<file path="config.mk">
export PLATFORM = sky130hd
export DESIGN_NAME = exec_stage
export DESIGN_NICKNAME = d
export VERILOG_FILES = /design/src/rtl/exec_stage.sv
export SDC_FILE = /design/constraint.sdc
export NUM_CORES = 1
export LEC_CHECK = 0
export ABC_AREA = 1
export CAP_MARGIN = 15
export CORE_UTILIZATION = 47
export CTS_CLUSTER_SIZE = 25
export DETAILED_ROUTE_END_ITERATION = 16
export PLACE_DENSITY_LB_ADDON = 0.08
export SLEW_MARGIN = 20
export SYNTH_ARGS = -nofsm -noshare
export SYNTH_HDL_FRONTEND = slang
export SYNTH_SLANG_ARGS = --single-unit
</file>
<file path="constraint.sdc">
create_clock -name clk -period 4.4 [get_ports clk]
set_clock_uncertainty 0.15 [all_clocks]
set_input_delay 0.88 -clock clk [delete_from_list [all_inputs] [get_ports clk]]
set_output_delay 0.88 -clock clk [all_outputs]
set_load 0.01 [all_outputs]
</file>
<file path="src/rtl/exec_stage.sv">
// Multi-cycle execute stage: reads two operands from an external register file, shifts B,
// runs the ALU and writes the result back. Define EXEC_IMM_EN for the immediate-operand path.
`timescale 1ns/1ps

module exec_stage (
   input  logic        clk,
   input  logic        rst_n,
   input  logic        start,
   input  logic [2:0]  rn,
   input  logic [2:0]  rm,
   input  logic [2:0]  rd,
   input  logic [1:0]  shift,
   input  logic [1:0]  aluop,
   input  logic        lds,
   input  logic [15:0] rf_data,
`ifdef EXEC_IMM_EN
   input  logic [15:0] imm,
   input  logic        bsel,
`endif
   output logic [2:0]  readnum,
   output logic [2:0]  writenum,
   output logic        write,
   output logic [15:0] data_in,
   output logic        busy,
   output logic        done,
   output logic [2:0]  status
);

   typedef enum logic [2:0] {IDLE, RDA, RDB, EXEC, WB} state_t;

   state_t      state;
   logic [2:0]  cmd_rm;
   logic [2:0]  cmd_rd;
   logic [1:0]  cmd_shift;
   logic [1:0]  cmd_aluop;
   logic        cmd_lds;
   logic [15:0] a_reg;
   logic [15:0] b_reg;
   logic [15:0] c_reg;
   logic [15:0] b_shift;
   logic [15:0] alu_result;
   logic        ovf;
   logic [2:0]  flags;
   logic        skip_rdb;

`ifdef EXEC_IMM_EN
   logic        cmd_bsel;
   assign skip_rdb = cmd_bsel;
`else
   assign skip_rdb = 1'b0;
`endif

   assign data_in = c_reg;

   always_comb begin
      b_shift = b_reg;
      case (cmd_shift)
         2'b00:   b_shift = b_reg;
         2'b01:   b_shift = {b_reg[14:0], 1'b0};
         2'b10:   b_shift = {1'b0, b_reg[15:1]};
         default: b_shift = {b_reg[15], b_reg[15:1]};
      endcase

      alu_result = 16'd0;
      ovf        = 1'b0;
      case (cmd_aluop)
         2'b00: begin
            alu_result = a_reg + b_shift;
            ovf = (a_reg[15] == b_shift[15]) && (alu_result[15] != a_reg[15]);
         end
         2'b01: begin
            alu_result = a_reg - b_shift;
            ovf = (a_reg[15] != b_shift[15]) && (alu_result[15] != a_reg[15]);
         end
         2'b10:   alu_result = a_reg & b_shift;
         default: alu_result = ~b_shift;
      endcase
      flags = {ovf, alu_result[15], (alu_result == 16'd0)};
   end

   // All outputs are registered so each one is valid for the whole cycle of its state.
   always_ff @(posedge clk or negedge rst_n) begin
      if (!rst_n) begin
         state     <= IDLE;
         cmd_rm    <= 3'd0;
         cmd_rd    <= 3'd0;
         cmd_shift <= 2'd0;
         cmd_aluop <= 2'd0;
         cmd_lds   <= 1'b0;
`ifdef EXEC_IMM_EN
         cmd_bsel  <= 1'b0;
`endif
         a_reg     <= 16'd0;
         b_reg     <= 16'd0;
         c_reg     <= 16'd0;
         status    <= 3'd0;
         readnum   <= 3'd0;
         writenum  <= 3'd0;
         write     <= 1'b0;
         done      <= 1'b0;
         busy      <= 1'b0;
      end else begin
         case (state)
            IDLE: begin
               if (start) begin
                  cmd_rm    <= rm;
                  cmd_rd    <= rd;
                  cmd_shift <= shift;
                  cmd_aluop <= aluop;
                  cmd_lds   <= lds;
`ifdef EXEC_IMM_EN
                  cmd_bsel  <= bsel;
                  if (bsel) b_reg <= imm;
`endif
                  readnum   <= rn;
                  busy      <= 1'b1;
                  state     <= RDA;
               end
            end
            RDA: begin
               a_reg <= rf_data;
               if (skip_rdb) begin
                  readnum <= 3'd0;
                  state   <= EXEC;
               end else begin
                  readnum <= cmd_rm;
                  state   <= RDB;
               end
            end
            RDB: begin
               b_reg   <= rf_data;
               readnum <= 3'd0;
               state   <= EXEC;
            end
            EXEC: begin
               c_reg    <= alu_result;
               if (cmd_lds) status <= flags;
               write    <= 1'b1;
               done     <= 1'b1;
               writenum <= cmd_rd;
               state    <= WB;
            end
            WB: begin
               write    <= 1'b0;
               done     <= 1'b0;
               writenum <= 3'd0;
               busy     <= 1'b0;
               state    <= IDLE;
            end
            default: begin
               write    <= 1'b0;
               done     <= 1'b0;
               writenum <= 3'd0;
               readnum  <= 3'd0;
               busy     <= 1'b0;
               state    <= IDLE;
            end
         endcase
      end
   end

endmodule

</file>
==> results of run 1 <==
==> stage by stage <==
step	std cells	hold slack [ps]	util [%]
6_report	1113	332.5	56.45
5_1_grt	1113	355.2	56.45
4_1_cts	1113	336.9	56.41
3_5_place_dp	1097	321.0	53.94
3_3_place_gp	1097	311.5	53.94
2_1_floorplan	895	297.6	-
==> final cells by class <==
type                    count  area [µm²]  share of cell area (%)
well taps                 168       210.2                   3.087
inverters                 159       596.8                   8.765
multi-input cells         635        3264                   47.94
repair buffers             62       613.1                   9.004
flip-flops and latches     73        1827                   26.83
clock buffers              10       229.0                   3.363
clock inverters             6       68.82                   1.011
==> critical path, cell delays in order (launching register included) <==
cell	delay, ps
dfrtp_1	710
inv_2	90
nand2_2	230
nor2_1	80
nor3_1	310
inv_1	80
ha_1	500
inv_1	170
nand2_1	100
nand2_1	80
inv_1	70
nand2_1	110
nand2_1	100
nand3_1	60
nand2_1	60
nand3_1	140
nand3_1	120
nand2_1	110
nand2_1	100
nor2_1	40
nand2_1	50
nand2_1	50
==> cells in the final DEF (no fill, tap or decap), types with 2 or more instances in the layout <==
cell | netlist | routed
nor2_2 | 3 | 3
nor2_4 | 2 | 2
clkdlybuf4s50_1 | 0 | 59
nand2_2 | 12 | 12
nor2_1 | 71 | 71
nor3_1 | 3 | 3
a21oi_1 | 19 | 19
fa_1 | 2 | 2
inv_1 | 149 | 149
o21bai_1 | 2 | 2
nand3_2 | 3 | 4
mux2_2 | 7 | 7
dfrtp_1 | 73 | 73
and2_1 | 4 | 4
nand3_1 | 82 | 81
a31oi_1 | 4 | 4
nand4_1 | 14 | 14
nor3_2 | 10 | 10
o21ai_0 | 65 | 65
ha_1 | 39 | 39
clkbuf_16 | 0 | 9
nand2_1 | 282 | 282
clkinv_4 | 0 | 3
buf_4 | 6 | 3
inv_2 | 9 | 9
==> final timing paths <==
kind | endpoint | start | slack [ps]
max | status[0] | cmd_shift[1] | 770
min | data_in[11] | data_in[11] | 330
max reg2reg | status[0] | cmd_shift[1] | 770
min reg2reg | data_in[11] | data_in[11] | 330
max in group asynchronous | a_reg[13] | rst_n | 2950
min in group asynchronous | data_in[9] | rst_n | 510
==> metal layers <==
| metal | GRT usage [%] | vias to the layer above |
|---|---|---|
| met5 | 0 | - |
| met4 | 9.825 | 0 |
| met3 | 3.507 | 22 |
| met2 | 42.03 | 156 |
| met1 | 37.84 | 2631 |
| li1 | - | 2881 |
==> kinds of logic (layout without fill, tap and decap cells) <==
| kind of cell | count (synthesis) | after routing |
|---|---|---|
| and+or+nand+nor | 490 | 490 |
| buffers and inverters | 187 | 237 |
| AOI/OAI and AO/OA | 96 | 96 |
| DFF | 73 | 73 |
| adders and majority gates | 41 | 41 |
| muxes | 7 | 7 |
| xor gates and xnor gates | 1 | 1 |
==> out/qor.txt, run 1 <==
Status = finished clean
Kind of critical path = register to register
DP Area = 6506 µm²
Largest net degree at the start of global routing = 74
Nets = 1,014
Post-CTS sizing = 0
Gr ovfl total = 0
Final period util = 82.43%
Global-route wire length before repair = 26.71 mm
Top post-synthesis cells by area = dfrtp_1 31%, nand2_1 18%, inv_1 9.5%, ha_1 8.3%, nand3_1 7.0%
# IOs = 61
Ys flop type = dfrtp_1
Largest family of logic cells by synthesized area = simple AND/OR/NAND/NOR gates
Hold/Removal Path Class = register to register
Final Critical Period = 3627 ps
CTS Buf Count = 9
Synth Area in XOR/XNOR = 0.1494%
DR iter-0 viols = 390
Mean Syn Cell Area = 6.548 µm²
Core Region = 12,060 µm²
Finish-stage setup viols = 0
Ant. Diodes = 0
EDFF count, synth = 0
Fmax = 275.7 MHz
Die X = 113.7 µm
Slew Limit Headroom = 37.91%
Share of layout cells above drive strength 1 = 7.196%
Critical Path RT = 4470 ps
Mean routed wirelength per cell = 14.75 µm
CP Launch Type = register
Gr usage total = 26.81%
Post CTS Setup Buffer Count = 0
Initial antenna violation count = 0
Register area share after synthesis = 31.17%
Layout area overhead = 16.18%
Mapped cell area = 5861 µm²
Pre-CTS WS = 818.8 ps
Post-route cell area = 6809 µm²
Max H-tree Level = 3
M1 wire length = 7.778 mm
Hold-critical path depth = 2
Synth Area in Adders = 9.009%
Layout fillers = 1,208
Crit end category = register
Ys async rst share = 100.0%
Max-cap violations = 0
Initial Util = 48.59%
Rows = 40
WP data arrival = 3700 ps
Clk_lat worst skew = 340 ps
Root Driver = clkbuf_16
Drc violations = 0
Top-area cell type share of the netlist area = 31.17%
Via count = 5,690
Synth Instances = 895
DPL Wire Length = 13.12 mm
DR WL met2 = 7.339 mm
Pre-antenna DRT Iters = 5
Highest routed layer = met4
Most frequent cells after synthesis = 282 x nand2_1, 149 x inv_1, 82 x nand3_1
Post-synthesis net count = 969
Routed Antenna Nets = 0
Clk slew on worst S/H paths = 60 ps
Synth Warn # = 0
Synth Area in Simple Gates = 36.44%
Gpl congestion = 0.8958
Top-count cell post-synth = nand2_1
Post-Route WL = 16.42 mm
Worst reg2reg path depth = 21
Yosys reg bits = 73
Final hold violations = 0
Total negative slack = 0 ps
Post-synth cell types = 37
Wire length on met3 = 842 µm
Max Slew Vio Count = 0
CTS tree = built
Post-CTS Hold Buffers = 0
CTS Buffer Depth = 2
I/O Buffers = 60
Area leader, netlist = dfrtp_1
Via/cell ratio = 5.112
Worst-Margin Slew = 931.4 ps
CP max FO = 18
CTS Sinks = 73
RSZ-0062 raised after global routing = no
Total die area = 12,920 µm²
Vias in the first global route = 5,316
Synth Area in Compound Gates = 8.668%
Die height = 113.7 µm
Final setup margin = 773.1 ps
Multiplexer area fraction after synthesis = 1.345%
Power of run 1 is left out: the tool's default activity adds up to more than one toggle a clock period on the data nets, which glitch-free logic cannot reach.
==> inputs of run 2 (changes only) <==
Clock period 4.4 ns to 3.6 ns, I/O delays scaled along.
==> run 2 against run 1 <==
  * Non-clock buffer count increased by 3
  * Maximum frequency increased by 11%
  * Via count grew 1.3%
  * Critical endpoint unchanged
  * Die area unchanged
  * Worst hold slack got worse by 4.1 ps
  * Count of clock-buffer cells in the layout did not move
  * Core utilization hardly changed
  * Cell area is essentially flat
  * First-iteration DRC count rose by 28%
  * Global-route usage up 1.0 points
  * Critical path depth did not move
  * Wire length increased by 1.4%
==> out/qor.txt, run 2 (same netlist as run 1, synthesis figures left out) <==
Gr usage total = 27.84%
Max incr delay on CP = 490 ps
Routed Antenna Nets = 0
Largest net degree at the start of global routing = 74
Crit end category = register
Post-Route WL = 16.64 mm
Status = finished clean
Pre-antenna DRT Iters = 5
Kind of critical path = register to register
Drc violations = 0
CP Launch Type = register
CTS tree = built
Total die area = 12,920 µm²
Most common cell after layout, fill and taps aside = nand2_1
CTS Buffer Depth = 2
Commonest cells after routing, fill and taps aside = 282 x nand2_1, 149 x inv_1, 82 x nand3_1
WP data arrival = 3350 ps
Final period util = 90.63%
Slew Limit Headroom = 34.05%
Clk slew on worst S/H paths = 70 ps
Final setup margin = 337.3 ps
Finish-stage setup viols = 0
Share of layout cells above drive strength 1 = 7.595%
Root Driver = clkbuf_16
Fin util = 56.46%
Pre-CTS WS = 304.0 ps
I/O Buffers = 60
Hold/Removal Path Class = register to register
Max H-tree Level = 3
Via count = 5,766
CP most frequent cell = nand2_1
Mean routed wirelength per cell = 14.91 µm
Clk_lat worst skew = 340 ps
Core Region = 12,060 µm²
Global-route wire length before repair = 27.54 mm
Initial Util = 48.59%
Ant. Diodes = 0
Max-cap violations = 0
Nets = 1,017
Via/cell ratio = 5.167
Worst-path cell chain = inv_2 > nand2_2 > nor2_1 > nor3_2 > inv_1 > ha_1 > inv_1 > nand2_1 > nand2_1 > inv_1 > nand2_1 > nand2_1 > nand3_1 > nand2_1 > nand3_1 > nand3_1 > nand2_1 > nand2_1 > nor2_1 > nand2_1 > nand2_1
Initial antenna violation count = 0
Die height = 113.7 µm
Gpl congestion = 0.9503
CTS Sinks = 73
Critical Path RT = 3680 ps
Layout fillers = 1,178
Layout area overhead = 16.20%
Max Slew Vio Count = 0
# IOs = 61
Post-CTS Hold Buffers = 0
Worst-Margin Slew = 989.3 ps
Slowest cell on crit path = dfrtp_1
Gr ovfl total = 0
Final Critical Period = 3263 ps
RSZ-0062 raised after global routing = no
DR iter-0 viols = 500
Post-route cell area = 6810 µm²
Fmax = 306.5 MHz
Die X = 113.7 µm
DPL Wire Length = 13.14 mm
Vias in the first global route = 5,324
CTS Buf Count = 9
CP max FO = 14
Rows = 40
Final hold violations = 0
DP Area = 6529 µm²
Total negative slack = 0 ps
## run 2: stage by stage
stage,instances,hold slack (ps)
finish,1116,328.5
global route,1116,355.3
CTS,1116,337.2
detailed placement,1100,317.9
global placement,1100,309.9
floorplan,895,274.4
## run 2: routing by layer
| layer | up-vias | wire, µm | GRT usage (%) |
|---|---|---|---|
| li1 | 2877 | - | - |
| met5 | - | 0 | 0 |
| met4 | 0 | 524 | 10.26 |
| met3 | 29 | 1128 | 4.357 |
| met2 | 221 | 7301 | 43.05 |
| met1 | 2639 | 7688 | 39.30 |
## run 2: cell type report
| type | count | area (µm²) | area share (%) |
|---|---|---|---|
| multi-input combinational | 635 | 3267 | 47.97 |
| sequential | 73 | 1827 | 26.82 |
| timing repair buffer | 65 | 635.6 | 9.333 |
| inverter | 159 | 596.8 | 8.764 |
| clock buffer | 10 | 229.0 | 3.362 |
| tap | 168 | 210.2 | 3.087 |
| clock inverter | 6 | 45.04 | 0.6614 |
## run 2: final timing paths
| kind | end | slack (ps) | cells past startpoint | start |
|---|---|---|---|---|
| max | status[0] | 340 | 21 | cmd_shift[1] |
| min | data_in[13] | 330 | 2 | data_in[13] |
| max reg2reg | status[0] | 340 | 21 | cmd_shift[1] |
| min reg2reg | data_in[13] | 330 | 2 | data_in[13] |
| max in group asynchronous | data_in[9] | 2270 | 1 | rst_n |
| min in group asynchronous | a_reg[12] | 360 | 1 | rst_n |
## run 2: worst max-delay path, delay by kind of cell (launching register included)
kind / cells / cell delay (ps)
simple gates: 16 / 1650
buf+inv: 4 / 380
flops: 1 / 490
fa+ha+maj: 1 / 490
## run 2: timing repair
action / in CTS / in global routing
endpoints found under the setup margin: 0 / 2
gates resized for setup: 0 / 2
setup buffers: 0 / 0
Power of run 2 is left out for the same reason.
